File: src/rtl/bidirectional_serializer.sv
// Parallel-in, serial-out shifter with valid/last framing and MSB/LSB-first order.
// Optional even-parity trailer bit when SERIALIZER_PARITY_EN is defined.
module bidirectional_serializer #(
   parameter int WIDTH = 4
) (
   input  logic             clk,
   input  logic             reset,
   input  logic             load,
   input  logic [WIDTH-1:0] datain,
   input  logic             mode,
   output logic             ready,
   output logic             dataout,
   output logic             valid,
   output logic             last
);

   localparam int CW = $clog2(WIDTH + 1);
`ifdef SERIALIZER_PARITY_EN
   localparam int FRAME = WIDTH + 1;
`else
   localparam int FRAME = WIDTH;
`endif
   localparam logic [CW-1:0] LAST_CNT = CW'(FRAME - 1);

   typedef enum logic {IDLE, SHIFT} state_t;

   state_t           state, state_nxt;
   logic [WIDTH-1:0] shreg;
   logic [CW-1:0]    cnt;
   logic             mode_r;
   logic             accept;
   logic             data_bit;

   assign valid  = (state == SHIFT);
   assign last   = valid && (cnt == LAST_CNT);
   assign ready  = (state == IDLE) || last;
   assign accept = load && ready;

   always_ff @(posedge clk) begin
      if (reset) state <= IDLE;
      else       state <= state_nxt;
   end

   always_comb begin
      state_nxt = state;
      case (state)
         IDLE:    if (accept) state_nxt = SHIFT;
         SHIFT:   if (last && !accept) state_nxt = IDLE;
         default: state_nxt = IDLE;
      endcase
   end

   always_ff @(posedge clk) begin
      if (reset) begin
         shreg  <= '0;
         cnt    <= '0;
         mode_r <= 1'b0;
      end else if (accept) begin
         shreg  <= datain;
         mode_r <= mode;
         cnt    <= '0;
      end else if (state == SHIFT) begin
         shreg <= mode_r ? {shreg[WIDTH-2:0], 1'b0} : {1'b0, shreg[WIDTH-1:1]};
         cnt   <= last ? '0 : cnt + 1'b1;
      end
   end

   assign data_bit = mode_r ? shreg[WIDTH-1] : shreg[0];

`ifdef SERIALIZER_PARITY_EN
   logic par_r;

   // Parity is taken from the captured word, since shreg drains as it shifts.
   always_ff @(posedge clk) begin
      if (reset)       par_r <= 1'b0;
      else if (accept) par_r <= ^datain;
   end

   assign dataout = valid && ((cnt == CW'(WIDTH)) ? par_r : data_bit);
`else
   assign dataout = valid && data_bit;
`endif

endmodule

File: config.mk
export PLATFORM = sky130hd
export DESIGN_NAME = bidirectional_serializer
export DESIGN_NICKNAME = d
export VERILOG_FILES = /design/src/rtl/bidirectional_serializer.sv
export SDC_FILE = /design/constraint.sdc
export NUM_CORES = 1
export LEC_CHECK = 0
export CORE_AREA = 3 3 40 42
export CTS_CLUSTER_SIZE = 12
export DETAILED_ROUTE_END_ITERATION = 10
export DIE_AREA = 0 0 43 45
export DONT_BUFFER_PORTS = 1
export PLACE_DENSITY = 0.52
export SYNTH_ARGS = -nofsm -noshare
export SYNTH_HDL_FRONTEND = slang
export SYNTH_SLANG_ARGS = --single-unit
File: constraint.sdc
create_clock -name clk -period 1.7 [get_ports clk]
set_input_delay 0.085 -clock clk [delete_from_list [all_inputs] [get_ports clk]]
set_output_delay 0.085 -clock clk [all_outputs]
set_load 0.01 [all_outputs]
==> results.py <==
metrics = {
    "run_status": {
        "run_status": "finished, final reports clean",
    },
    "power": {
        "ir_drop_mv": 0.377,
        "p_leak_nw": 0.211,
        "powerDensity_nw_per_um2": 844,
        "total_power_w": 0.000471,
    },
    "timing": {
        "hold_viol": 0,
        "relSlewSlack": 0.712,
        "fin_crit_ns": 1.46,
        "skew_ns": 0.00363,
        "setup_viol": 0,
        "rsz0062_at_grt": "false",
        "tns_ns": 0,
        "worst_pin_slew_ns": 0.432,
        "fmax_ghz": 0.685,
        "maxSlewViolCount": 0,
        "fin_ws_ns": 0.240,
        "fin_crit_sh": 0.859,
    },
    "routing": {
        "ant_nets": 0,
        "first_pass_iters": 2,
        "vias": 389,
        "drc": 0,
        "first_iter_violations": 8,
        "totalWireLength_um": 958,
        "via_per_inst": 5.33,
        "post_drt_wl_per_cell_um": 13.1,
    },
    "logic_synthesis": {
        "ys_seq_area_frac": 0.382,
        "avgSynthCellArea_um2": 9.25,
        "ys_types": 28,
        "netlist_area_um2": 472,
        "synth_seq_cells": 9,
        "yosys_warnings": 0,
        "async_reset_ff_frac": 0,
        "ys.flop_type": "dfxtp_1",
        "yosysTopAreaCell": "dfxtp_1",
        "synth_fp_nets": 60,
        "yosysMostFrequentCell": "dfxtp_1",
        "syn_inst": 51,
        "synthTopCellsByCount": "dfxtp_1, nor2_1, inv_1, mux2i_1, nor2b_1",
        "synth_enable_flop_cells": 0,
        "yosysTopAreaCellShare": 0.382,
        "netlist_top_cells_area": "dfxtp_1, mux2i_1, nor2_1",
    },
    "global_routing": {
        "grt.total_usage": 0.128,
        "grt_pass1_vias": 413,
        "grt_pass1_wl_um": 1760,
        "antenna_found_initial": 0,
        "overflow": 0,
        "grt_start_max_net_pins": 10,
    },
    "worst_setup_path": {
        "r2r_end": "shreg[0]$_SDFFE_PP0P_",
        "rr_worst_depth": 5,
        "r2r_slack_ns": 0.24,
        "cp-end-kind": "register",
        "r2r-start": "cnt[0]$_SDFFE_PP0P_",
        "start_kind": "register",
        "crit_arrival_ns": 1.62,
        "worstSetupPathType": "register to register",
        "crit_fanout": 7,
        "crit_required_ns": 1.86,
    },
    "hold_path": {
        "hp-start": "load",
        "worst_hold_path_type": "primary input to register",
        "min_path_cells": 2,
        "min_to": "cnt[0]$_SDFFE_PP0P_",
    },
    "floorplanning": {
        "chipHeight_um": 45,
        "core_area_um2": 1280,
        "io_pins": 12,
        "die_w_um": 43,
        "initial_core_util": 0.367,
        "die_area_um2": 1940,
        "row_count": 13,
    },
    "clock_tree": {
        "cts_setup_buffers": 0,
        "htree_levels": 1,
        "numCtsBuffers": 3,
        "clock_path_buffers": 2,
        "path_clk_slew_ns": 0.06,
        "ctsRootBufferMaster": "clkbuf_4",
        "post_cts_resized": 0,
        "holdBufCountCts": 5,
        "clkLatencyLatePin_ns": 0.26,
        "cts_tree": "yes",
        "clock-sinks": 9,
    },
    "cells_and_area": {
        "num_antenna_cells": 0,
        "area_delta_synth_final_pct": 18.3,
        "fillers": 128,
        "finalNetCount": 68,
        "drive_gt1_frac": 0.155,
    },
    "flow_run": {
        "maxCapViolations": 0,
    },
    "place": {
        "port_buffers": 0,
        "hpwlAfterDp_um": 698,
        "pre_cts_ws_ns": 0.245,
        "routabilityCongestion": 0.658,
    },
}
## layout by cell type (no fill, tap or decap), drive strengths merged, types with 2 or more instances in the layout
master	synthesis	layout
a21oi	2	2
nor3	2	2
dfxtp	9	9
mux2i	3	3
dlygate4sd3	0	5
nor2	7	7
clkbuf	0	4
nor2b	3	3
a211oi	2	2
inv	4	4
a22oi	2	2
nand2b	2	2
## area by class of cell
| type | instances | area [µm²] | area share |
|---|---|---|---|
| inverter | 4 | 15.0 | 0.0269 |
| sequential | 9 | 180 | 0.323 |
| tap | 15 | 18.8 | 0.0336 |
| clock buffer | 4 | 26.3 | 0.0471 |
| timing repair buffer | 5 | 50.0 | 0.0897 |
| multi-input combinational | 36 | 268 | 0.480 |
## how the worst max path moves through the flow
stage | startpoint | end
after CTS | cnt[0]$_SDFFE_PP0P_ | shreg[0]$_SDFFE_PP0P_
after floorplan | cnt[0]$_SDFFE_PP0P_ | shreg[0]$_SDFFE_PP0P_
final | cnt[0]$_SDFFE_PP0P_ | shreg[0]$_SDFFE_PP0P_
after global routing | cnt[0]$_SDFFE_PP0P_ | shreg[0]$_SDFFE_PP0P_
after global placement | cnt[0]$_SDFFE_PP0P_ | shreg[0]$_SDFFE_PP0P_
after detailed placement | cnt[0]$_SDFFE_PP0P_ | shreg[0]$_SDFFE_PP0P_
## worst max-delay path, cell delays in order, from the launching register on
cell	delay [ns]
dfxtp_1	0.36
ha_1	0.17
nand2b_1	0.12
a21boi_4	0.28
nor3_2	0.08
a2111oi_2	0.34
## per-stage QoR
stage           util  std cells  hold slack (ns)  area [µm²]
4_1_cts        0.434         73           0.0210         558
3_3_place_gp   0.375         64            0.156         482
2_1_floorplan      -         51            0.200         472
6_report       0.434         73           0.0277         558
5_1_grt        0.434         73          0.00982         558
3_5_place_dp   0.375         64            0.160         482
## state kept, by name, indices dropped and copies added (netlist names)
signal  count
valid       1
shreg       4
cnt         3
mode_r      1
## kinds of logic after synthesis
group                      synth area share
AOI/OAI and AO/OA                     0.228
adders and majority gates            0.0265
buffers and inverters                0.0504
DFF                                   0.382
and+or+nand+nor                       0.249
muxes                                0.0637
## routing by layer
metal,vias to the layer above,wire length [µm],global-route usage
met2,12,408,0.171
met4,0,31,0.108
met5,-,0,0
li1,197,-,-
met3,3,37,0.0359
met1,177,481,0.168
## report_power, final
group	leakage (nW)	total, W	switching [W]	internal [W]
sequential	0.0740	0.000241	0.0000165	0.000224
clock	0.0150	0.000162	0.0000718	0.0000903
combinational	0.122	0.0000685	0.0000338	0.0000347
No activity file was read; power rests on OpenSTA's default activity.
